===== src/rtl/ce_serializer.sv =====
// Framed parallel-to-serial transmitter advanced by a bit-rate clock-enable strobe.
// One-entry holding buffer, LSB-first data, optional even parity, 1 or 2 stop bits.
module ce_serializer #(
    parameter int unsigned DATA_WIDTH = 8,
    parameter bit          PARITY_EN  = 1'b0,
    parameter int unsigned STOP_BITS  = 1
) (
    input  logic                  clk,
    input  logic                  rst_n,
    input  logic                  ce,
    input  logic [DATA_WIDTH-1:0] in_data,
    input  logic                  in_valid,
    output logic                  in_ready,
    output logic                  tx,
    output logic                  busy,
    output logic                  tx_done
);

    localparam int unsigned CntW = $clog2(DATA_WIDTH + 1);
    localparam logic [CntW-1:0] DataLast = CntW'(DATA_WIDTH);
    localparam logic [CntW-1:0] StopLast = CntW'(STOP_BITS);

    typedef enum logic [2:0] {StIdle, StStart, StData, StParity, StStop} state_e;

    state_e                state_q, state_d;
    logic [DATA_WIDTH-1:0] shift_q, shift_d;
    logic [DATA_WIDTH-1:0] buf_q, buf_d;
    logic [CntW-1:0]       cnt_q, cnt_d;
    logic                  buf_full_q, buf_full_d;
    logic                  par_q, par_d;
    logic                  tx_q, tx_d;
    logic                  busy_q, busy_d;
    logic                  done_q, done_d;

    logic accept, data_last, stop_last, frame_end, load;

    assign accept    = in_valid & ~buf_full_q;
    assign data_last = (cnt_q == DataLast);
    assign stop_last = (cnt_q == StopLast);
    assign frame_end = ce & (state_q == StStop) & stop_last;
    // A buffered word starts either from idle or directly after the last stop bit.
    assign load      = buf_full_q & ((ce & (state_q == StIdle)) | frame_end);

    assign in_ready = ~buf_full_q;
    assign tx       = tx_q;
    assign busy     = busy_q;
    assign tx_done  = done_q;

    always_ff @(posedge clk or negedge rst_n) begin
        if (!rst_n) begin
            state_q <= StIdle;
        end else begin
            state_q <= state_d;
        end
    end

    always_comb begin
        state_d = state_q;
        if (ce) begin
            unique case (state_q)
                StIdle:   if (buf_full_q) state_d = StStart;
                StStart:  state_d = StData;
                StData:   if (data_last) state_d = PARITY_EN ? StParity : StStop;
                StParity: state_d = StStop;
                StStop:   if (stop_last) state_d = buf_full_q ? StStart : StIdle;
                default:  state_d = StIdle;
            endcase
        end
    end

    always_comb begin
        shift_d    = shift_q;
        buf_d      = buf_q;
        cnt_d      = cnt_q;
        buf_full_d = buf_full_q;
        par_d      = par_q;
        tx_d       = tx_q;
        busy_d     = busy_q;
        done_d     = frame_end;

        if (accept) begin
            buf_d      = in_data;
            buf_full_d = 1'b1;
        end

        if (load) begin
            shift_d    = buf_q;
            par_d      = ^buf_q;
            cnt_d      = '0;
            buf_full_d = 1'b0;
            tx_d       = 1'b0;
            busy_d     = 1'b1;
        end else if (ce) begin
            unique case (state_q)
                StStart: begin
                    tx_d    = shift_q[0];
                    shift_d = shift_q >> 1;
                    cnt_d   = CntW'(1);
                end
                StData: begin
                    if (data_last) begin
                        tx_d  = PARITY_EN ? par_q : 1'b1;
                        cnt_d = CntW'(1);
                    end else begin
                        tx_d    = shift_q[0];
                        shift_d = shift_q >> 1;
                        cnt_d   = cnt_q + CntW'(1);
                    end
                end
                StParity: begin
                    tx_d  = 1'b1;
                    cnt_d = CntW'(1);
                end
                StStop: begin
                    tx_d = 1'b1;
                    if (stop_last) begin
                        busy_d = 1'b0;
                    end else begin
                        cnt_d = cnt_q + CntW'(1);
                    end
                end
                default: ;
            endcase
        end
    end

    always_ff @(posedge clk or negedge rst_n) begin
        if (!rst_n) begin
            shift_q    <= '0;
            buf_q      <= '0;
            cnt_q      <= '0;
            buf_full_q <= 1'b0;
            par_q      <= 1'b0;
            tx_q       <= 1'b1;
            busy_q     <= 1'b0;
            done_q     <= 1'b0;
        end else begin
            shift_q    <= shift_d;
            buf_q      <= buf_d;
            cnt_q      <= cnt_d;
            buf_full_q <= buf_full_d;
            par_q      <= par_d;
            tx_q       <= tx_d;
            busy_q     <= busy_d;
            done_q     <= done_d;
        end
    end

endmodule


===== config.mk =====
export PLATFORM = sky130hd
export DESIGN_NAME = ce_serializer
export DESIGN_NICKNAME = d
export VERILOG_FILES = /design/src/rtl/ce_serializer.sv
export SDC_FILE = /design/constraint.sdc
export NUM_CORES = 1
export LEC_CHECK = 0
export CORE_MARGIN = 8
export CORE_UTILIZATION = 25
export CTS_CLUSTER_SIZE = 14
export DETAILED_ROUTE_END_ITERATION = 10
export HOLD_SLACK_MARGIN = 0.15
export PLACE_DENSITY = 0.46
export SLEW_MARGIN = 20
export SYNTH_ARGS = -nofsm -noshare
export SYNTH_HDL_FRONTEND = slang
export SYNTH_SLANG_ARGS = --single-unit

===== constraint.sdc =====
create_clock -name clk -period 2.9 [get_ports clk]
set_input_delay 0.435 -clock clk [delete_from_list [all_inputs] [get_ports clk]]
set_output_delay 0.435 -clock clk [all_outputs]
set_load 0.005 [all_outputs]

==> results of run 1 <==
==> registers in the layout, summed over array words and instances, names as in the netlist <==
register	flops
cnt_q	4
tx	1
buf_q	8
tx_done	1
buf_full_q	1
state_q	3
busy	1
shift_q	8
==> cells in the mapped netlist (2+ instances only) <==
cell       instances  area (µm²)
ha_1               3        37.5
clkbuf_8           2        27.5
inv_1              9        33.8
a21oi_1            3        15.0
a2111oi_0          2        17.5
buf_6              4        45.0
and3_1             3        18.8
dfrtp_1           26         651
o21ai_0            3        15.0
nand2_1            2        7.51
mux2_2            15         169
mux2_4             7         105
and3_2             2        15.0
a221o_1            2        20.0
a32o_1             3        30.0
nor2_1             4        15.0
==> per-stage QoR <==
step                      worst slack, ns  hold slack [ns]  instance area [µm²]
after floorplan                     0.764            0.139                 1450
after global placement              0.394            0.472                 1630
after detailed placement            0.303            0.473                 1630
after CTS                           0.389            0.509                 1680
after global routing                0.352            0.538                 1680
final                               0.494            0.494                 1680
==> kinds of logic (layout without fill, tap and decap cells) <==
logic type                 count (synthesis)  count (layout)  synth area share
and+or+nand+nor                           20              20            0.0897
buffers and inverters                     16              31            0.0759
adders and majority gates                  3               3            0.0259
xor gates and xnor gates                   1               1           0.00604
AOI/OAI and AO/OA                         25              25             0.147
muxes                                     22              22             0.189
DFF                                       27              27             0.467
==> worst max-delay path by stage <==
stage,start,endpoint,depth (start not counted)
final,cnt_q[1]$_DFFE_PN0P_,shift_q[2]$_DFFE_PN0P_,6
after global routing,cnt_q[1]$_DFFE_PN0P_,shift_q[2]$_DFFE_PN0P_,6
after CTS,cnt_q[0]$_DFFE_PN0P_,shift_q[5]$_DFFE_PN0P_,5
after detailed placement,ce,shift_q[5]$_DFFE_PN0P_,5
after global placement,ce,shift_q[1]$_DFFE_PN0P_,5
after floorplan,cnt_q[1]$_DFFE_PN0P_,shift_q[0]$_DFFE_PN0P_,7
==> final cells by class <==
class / count / area share
Sequential cell: 27 / 0.402
Multi-Input combinational cell: 71 / 0.394
Timing Repair Buffer: 18 / 0.103
Tap cell: 72 / 0.0535
Clock buffer: 3 / 0.0245
Inverter: 9 / 0.0201
Clock inverter: 1 / 0.00297
==> metal layers <==
layer  vias up  GRT usage
met5         -          0
met4         0     0.0282
met1       463     0.0856
li1        441          -
met3         5     0.0244
met2        22      0.113
==> power groups by stage <==
stage | clock network, W | logic (W) | registers [W]
final | 0.000216 | 0.000694 | 0.000686
after global routing | 0.000247 | 0.000771 | 0.000716
after CTS | 0.000234 | 0.000700 | 0.000687
after detailed placement | 0 | 0.000697 | 0.000695
after global placement | 0 | 0.000678 | 0.000691
after floorplan | 0 | 0.000656 | 0.000625
==> worst max-delay path: cells and delay by family, from the launching register on <==
kind	cells	cell delay [ns]
AND/OR/NAND/NOR	1	0.41
flip-flops	1	0.42
AO/OA/AOI/OAI	2	0.89
buffers and inverters	1	0.09
adder cells (fa/ha/maj)	1	0.16
multiplexers	1	0.33
==> impl_metrics.toml, run 1 <==
[status]
status = "completed"

[final_layout]
final_common_cell = "dfrtp_1"
layout_common_cells = "dfrtp_1, mux2_2, clkdlybuf4s50_1, inv_1, mux2_4"
multi_input_area_um2 = 663
antenna_cells = 0
seq_area_um2 = 677
nFillCells = 572
fin_nets = 145
drive_above_1_share = 0.310
final_core_util = 0.304
final_cells = 201
syn_to_final_growth_pct = 16.0

[yosys]
synth-seq-cells = 27
synth-edff-count = 0
yosys_most_used_dff = "dfrtp_1"
ys_async_sr_fraction = 1.00
mappedNetlistArea_mm2 = 0.00145
netlist_instances = 114
synth_cell_types = 40
ys_warn_count = 0
synth_seq_area_share = 0.467
syn_avg_cell_area_um2 = 12.7
syn_nets = 129

[power_and_ir_drop]
combPwrFrac = 0.435
vdd_drop_max_mv = 0.286
finalPower_w = 0.00160
pwr-share-seq = 0.430
power_leakage_nw = 0.726
swShare = 0.342
power.density_mw_per_mm2 = 948
p_switching_w = 0.000545
power_frac_clock = 0.135
p_int_w = 0.00105

[timing]
rsz0062_at_grt = "no"
slew_violations = 0
fmax_mhz = 416
tns_ns = 0
hold_viol = 0
relSlewSlack = 0.694
skew_ns = 0.00414
setup_viol = 0
finalCritPeriodShare = 0.830
tightestPinTransition_ns = 0.459
min_period_ns = 2.41

[critical_path]
worstSetupStartpointType = "flop"
r2r_cells = 6
criticalPathCategory = "reg2reg"
regToRegEndpoint = "shift_q[2]$_DFFE_PN0P_"
crit_arrival_ns = 2.57
cp_data_required_time_ns = 3.06
path_cells = "inv_1 > ha_1 > or3b_4 > a2111oi_4 > a311o_2 > mux2_4"
r2r-start = "cnt_q[1]$_DFFE_PN0P_"
path_max_fanout = 8
slowest_stage = "a2111oi_4"
critPathMaxStageDelay_ns = 0.53
endpoint_kind = "flop"
ff2ff_setup_slack_ns = 0.49

[routing]
drc = 0
routed-via-count = 931
wl_per_cell_um = 13.9
routed-wl-met2_um = 1300
dr.first_iter.drc_count = 28
routed_wl_um = 2790
met3_length_um = 136
top_layer = "met4"
drtPass1Iterations = 4
postRouteAntennaNets = 0
wl_met1_um = 1310
avgViaCountPerCell = 4.63

[die]
die_h_um = 92.2
die_w_um = 92.2
rows = 27
die_area_mm2 = 0.00849
ios = 16
core-area_mm2 = 0.00554
initial_core_util = 0.262

[place]
io_buffers = 15
routabilityCongestion = 0.706
post-dp-hpwl_um = 2030
placed_cells = 196

[grt]
grt_pass1_wl_um = 4830
grt_max_degree = 28
grt_pass1_vias = 939
antenna_found_initial = 0
grt_overflow_total = 0
track_usage = 0.0710

[clocking]
hold_buffers = 0
cts-root-buf = "clkbuf_8"
htreeDepth = 1
clock_path_buffers = 2
cts_tree = "built"
clock_latency_ns = 0.27
post_cts_buffers = 0
cts.sinks = 27
cts.repair.resized = 0
clk_pin_slew_ns = 0.09
cts_buffers = 3

[hold_path]
hold_depth = 2
holdCritPathClass = "reg2reg"
worstHoldStart = "buf_q[7]$_DFFE_PN0P_"
min_to = "shift_q[7]$_DFFE_PN0P_"

[job]
drv_cap = 0
Power figures use the tool's default switching activity.
==> run 2: changes to the inputs <==
==> constraint.sdc (replaced) <==
create_clock -name clk -period 2.35 [get_ports clk]
set_input_delay 0.3525 -clock clk [delete_from_list [all_inputs] [get_ports clk]]
set_output_delay 0.3525 -clock clk [all_outputs]
set_load 0.005 [all_outputs]
==> impl_metrics.toml, run 2 (same netlist as run 1, synthesis figures left out) <==
[final_layout]
reg_top3 = "buf_q: 8 flops, shift_q: 8 flops, cnt_q: 4 flops"
final_core_util = 0.310
final_common_cell = "dfrtp_1"
syn_to_final_growth_pct = 18.4
antenna_cells = 0
nFillCells = 587
stdcell_area_mm2 = 0.00172
fin_nets = 149
multi_input_area_um2 = 663
layout_common_cells = "dfrtp_1, mux2_2, clkdlybuf4s50_1, inv_1"
seq_area_um2 = 677
drive_above_1_share = 0.331

[critical_path]
path_max_fanout = 8
slowest_stage = "dfrtp_1"
criticalPathCategory = "reg2reg"
worst-path-buf-inv = 1
worstSetupStartpointType = "flop"
crit_arrival_ns = 2.34
endpoint_kind = "flop"
critPathMaxStageDelay_ns = 0.42
path_cells = "inv_1 > ha_1 > or3b_4 > a2111oi_4 > a311o_2 > mux2_4"
path_delay_family = "compound AO/OA/AOI/OAI gates"
cp_data_required_time_ns = 2.53

[die]
ios = 16
die_h_um = 92.2
initial_core_util = 0.262
die_area_mm2 = 0.00849
die_w_um = 92.2
core-area_mm2 = 0.00554
rows = 27

[place]
io_buffers = 15
post-dp-hpwl_um = 2090
routabilityCongestion = 0.799
place_area_mm2 = 0.00167
pre_cts_slack_ns = 0.176

[routing]
routed_wl_um = 2840
drc = 0
routed-via-count = 930
avgViaCountPerCell = 4.54
dr.first_iter.drc_count = 24
drtPass1Iterations = 4
postRouteAntennaNets = 0
wl_per_cell_um = 13.9

[timing]
relSlewSlack = 0.705
tightestPinTransition_ns = 0.432
hold_viol = 0
slew_violations = 0
skew_ns = 0.00237
tns_ns = 0
rsz0062_at_grt = "no"
fin_ws_ns = 0.185
finalCritPeriodShare = 0.921
min_period_ns = 2.17
setup_viol = 0
fmax_mhz = 462

[clocking]
clk_pin_slew_ns = 0.10
cts.repair.resized = 0
post_cts_buffers = 0
cts-root-buf = "clkbuf_8"
cts.sinks = 27
clock_latency_ns = 0.28
htreeDepth = 1
cts_tree = "built"
cts_buffers = 3
hold_buffers = 0
clock_path_buffers = 2

[grt]
grt_pass1_wl_um = 5000
track_usage = 0.0737
grt_pass1_vias = 992
antenna_found_initial = 0
grt_max_degree = 28
grt_overflow_total = 0

[power_and_ir_drop]
power.density_mw_per_mm2 = 1170
power_leakage_nw = 0.747
vdd_drop_max_mv = 0.356

[status]
status = "completed"

[job]
drv_cap = 0

[hold_path]
holdCritPathClass = "in2async"
run 2: cell types whose count changed in the layout (fill, tap and decap cells not counted):
| cell | previous run | this run |
|---|---|---|
| buf_4 | 2 | 7 |
| clkbuf_4 | 1 | 0 |
| clkinv_2 | 1 | 0 |
| inv_6 | 0 | 1 |
run 2: power by group:
part	switching, W	total, W	internal [W]
clock network	0.000167	0.000292	0.000125
logic	0.000344	0.000867	0.000524
registers	0.000179	0.000847	0.000669
total	0.000690	0.00201	0.00132
run 2: layout make-up:
cell class / instances / area share
flip-flops and latches: 27 / 0.394
multi-input cells: 71 / 0.386
repair buffers: 22 / 0.118
well taps: 72 / 0.0525
clock buffers: 3 / 0.0241
inverters: 9 / 0.0197
clock inverters: 1 / 0.00510
run 2: path summary, 6_finish.rpt:
kind | start | endpoint | slack [ns] | depth (start not counted)
max | cnt_q[1]$_DFFE_PN0P_ | shift_q[6]$_DFFE_PN0P_ | 0.18 | 6
min | rst_n | state_q[1]$_DFFE_PN0P_ | 0.43 | 2
max reg2reg | cnt_q[1]$_DFFE_PN0P_ | shift_q[6]$_DFFE_PN0P_ | 0.18 | 6
min reg2reg | buf_q[7]$_DFFE_PN0P_ | shift_q[7]$_DFFE_PN0P_ | 0.50 | 2
max in group asynchronous | rst_n | tx$_DFFE_PN1P_ | 1.61 | 2
min in group clk | buf_q[7]$_DFFE_PN0P_ | shift_q[7]$_DFFE_PN0P_ | 0.50 | 2
run 2: worst reg2reg max path: cells and delay by family, from the launching register on:
kind                     cells  cell delay, ns
AO/OA/AOI/OAI                2            0.69
adder cells (fa/ha/maj)      1            0.14
buffers and inverters        1            0.08
flip-flops                   1            0.42
multiplexers                 1            0.33
AND/OR/NAND/NOR              1            0.40
run 2: metal layers:
metal	GRT usage	up-vias	share of wire
li1	-	459	-
met1	0.0905	444	0.48
met2	0.120	23	0.47
met3	0.0277	4	0.049
met4	0.0161	0	0.0088
met5	0	-	0
run 2: metrics by stage:
step	power [W]	cells	hold WS [ns]
after floorplan	0.00158	114	0.0569
after CTS	0.00204	205	0.444
after global placement	0.00171	201	0.486
final	0.00201	205	0.434
after global routing	0.00218	205	0.473
after detailed placement	0.00173	201	0.489
==> run 3: changes to the inputs <==
--- a/config.mk
+++ b/config.mk
@@ -5,6 +5,7 @@
 export SDC_FILE = /design/constraint.sdc
 export NUM_CORES = 1
 export LEC_CHECK = 0
+export ABC_AREA = 1
 export CORE_MARGIN = 8
 export CORE_UTILIZATION = 25
 export CTS_CLUSTER_SIZE = 14
==> impl_metrics.toml, run 3 <==
[status]
status = "completed"

[clocking]
htreeDepth = 1
hold_buffers = 0
clock_path_buffers = 2
cts_buffers = 3
clk_pin_slew_ns = 0.09
cts_tree = "built"
cts-root-buf = "clkbuf_8"
post_cts_buffers = 0
cts.sinks = 27
clock_latency_ns = 0.27
cts.repair.resized = 0

[yosys]
synth-edff-count = 0
synth_compound_area_frac = 0.0685
synth_commonest_cells = "nand2_1, dfrtp_1, inv_1"
mappedNetlistArea_mm2 = 0.00144
synthMuxAreaShare = 0.0624
synth_xor_area_frac = 0.00607
yosysMostFrequentCell = "nand2_1"
netlist_instances = 169
ys_warn_count = 0
synth_area_leaders = "dfrtp_1, nand2_1, mux2_2"
yosys.area.top_type = "dfrtp_1"
yosysTopAreaCellShare = 0.451
syn_avg_cell_area_um2 = 8.54
ys_async_sr_fraction = 1.00
yosys_most_used_dff = "dfrtp_1"
synth-seq-cells = 27
synth_cell_types = 24
synth_top_family_by_area = "simple AND/OR/NAND/NOR gates"
synth_seq_area_share = 0.469
synth-simple-area-share = 0.295
syn_nets = 184
synthAdderAreaFrac = 0.0260

[place]
routabilityCongestion = 0.860
io_buffers = 15
post-dp-hpwl_um = 2320
pre_cts_slack_ns = 0.417

[critical_path]
path_max_fanout = 17
criticalPathCategory = "reg2reg"
endpoint_kind = "flop"
r2r_cells = 9
worstSetupStartpointType = "flop"
crit_arrival_ns = 1.90
cp_data_required_time_ns = 2.51

[die]
core-area_mm2 = 0.00554
rows = 27
die_h_um = 92.0
die_area_mm2 = 0.00846
ios = 16
die_w_um = 92.0
initial_core_util = 0.261

[grt]
grt_pass1_vias = 1142
grt_overflow_total = 0
track_usage = 0.0762
grt_pass1_wl_um = 5320
antenna_found_initial = 0
grt_max_degree = 28

[power_and_ir_drop]
power.density_mw_per_mm2 = 1270
pwr-share-seq = 0.395
swShare = 0.432
vdd_drop_max_mv = 0.526
power_frac_clock = 0.118
p_switching_w = 0.000941
p_int_w = 0.00124
combPwrFrac = 0.487
power_leakage_nw = 0.819

[timing]
fin_ws_ns = 0.616
min_period_ns = 1.73
setup_viol = 0
rsz0062_at_grt = "no"
finalCritPeriodShare = 0.738
hold_viol = 0
slew_violations = 0
skew_ns = 0.00556
tightestPinTransition_ns = 0.370
tns_ns = 0
fmax_mhz = 577
relSlewSlack = 0.752

[routing]
drtPass1Iterations = 4
routed_wl_um = 2990
dr.first_iter.drc_count = 95
avgViaCountPerCell = 4.42
postRouteAntennaNets = 0
drc = 0
routed-via-count = 1145
wl_per_cell_um = 11.6

[final_layout]
antenna_cells = 0
layout_common_cells = "nand2_1, dfrtp_1, inv_1, nand3_1, clkdlybuf4s50_1"
fin_nets = 203
syn_to_final_growth_pct = 18.7
nFillCells = 620
final_common_cell = "nand2_1"
drive_above_1_share = 0.123
reg_top3 = "buf_q: 8 flops, shift_q: 8 flops, cnt_q: 4 flops"

[hold_path]
holdCritPathClass = "in2async"

[job]
drv_cap = 0
-- run 3: cell types whose count changed after synthesis, sizes merged, moves of 4 or more --
cell | before | now
and3 | 5 | 0
o21ai | 3 | 13
nand3b | 0 | 7
nand4 | 0 | 4
mux2 | 22 | 8
inv | 9 | 21
nand2 | 2 | 52
nand3 | 1 | 17
-- run 3: final cells by class --
class                      instances  area, µm²  share of cell area
clock buffer                       4       45.0              0.0263
inverter                          22       82.6              0.0482
multi-input combinational        118        662               0.386
sequential                        27        677               0.395
tap                               72       90.1              0.0526
timing repair buffer              16        158              0.0920
-- run 3: final timing paths --
kind / slack, ns / start / endpoint
worst max-delay path: 0.62 / cnt_q[1]$_DFFE_PN0P_ / shift_q[2]$_DFFE_PN0P_
worst min-delay path: 0.45 / rst_n / state_q[2]$_DFFE_PN0P_
min in group clk: 0.49 / tx$_DFFE_PN1P_ / tx$_DFFE_PN1P_
worst min register to register: 0.49 / tx$_DFFE_PN1P_ / tx$_DFFE_PN1P_
max in group asynchronous: 1.59 / rst_n / tx$_DFFE_PN1P_
worst max register to register: 0.62 / cnt_q[1]$_DFFE_PN0P_ / shift_q[2]$_DFFE_PN0P_
-- run 3: stage by stage --
step / hold slack (ns) / power [W] / area [µm²] / util / std cells
2_1_floorplan: 0.0569 / 0.00167 / 1440 / - / 169
3_3_place_gp: 0.464 / 0.00195 / 1670 / 0.301 / 255
3_5_place_dp: 0.470 / 0.00194 / 1670 / 0.301 / 255
4_1_cts: 0.472 / 0.00221 / 1710 / 0.309 / 259
5_1_grt: 0.494 / 0.00240 / 1710 / 0.309 / 259
6_report: 0.453 / 0.00218 / 1710 / 0.309 / 259
-- run 3: critical path, stage by stage (launching register included) --
cell and delay [ns]:
dfrtp_1 0.44, inv_1 0.10, ha_1 0.16, nand2_2 0.09, a21oi_4 0.27, nand2_4 0.20, nand2_4 0.16, inv_2 0.09
nand2_1 0.06, nand2_1 0.05
-- run 3: logic make-up after synthesis --
kind of cell,Yosys count
flip-flops,27
AO/OA/AOI/OAI,17
adder cells (fa/ha/maj),3
buffers and inverters,24
XOR/XNOR,1
multiplexers,8
AND/OR/NAND/NOR,89
-- run 3: power groups by stage --
stage               sequential, W  combinational, W  clock [W]
detailed placement       0.000868           0.00107          0
global route             0.000892           0.00122   0.000292
finish                   0.000859           0.00106   0.000257
global placement         0.000872           0.00107          0
CTS                      0.000862           0.00107   0.000274
floorplan                0.000803          0.000865          0
-- run 3: metal layers --
layer	vias to the layer above	GRT usage	routed length, µm
li1	585	-	-
met1	536	0.0980	1480
met2	22	0.125	1370
met3	2	0.0220	125
met4	0	0.0121	17
met5	-	0	0
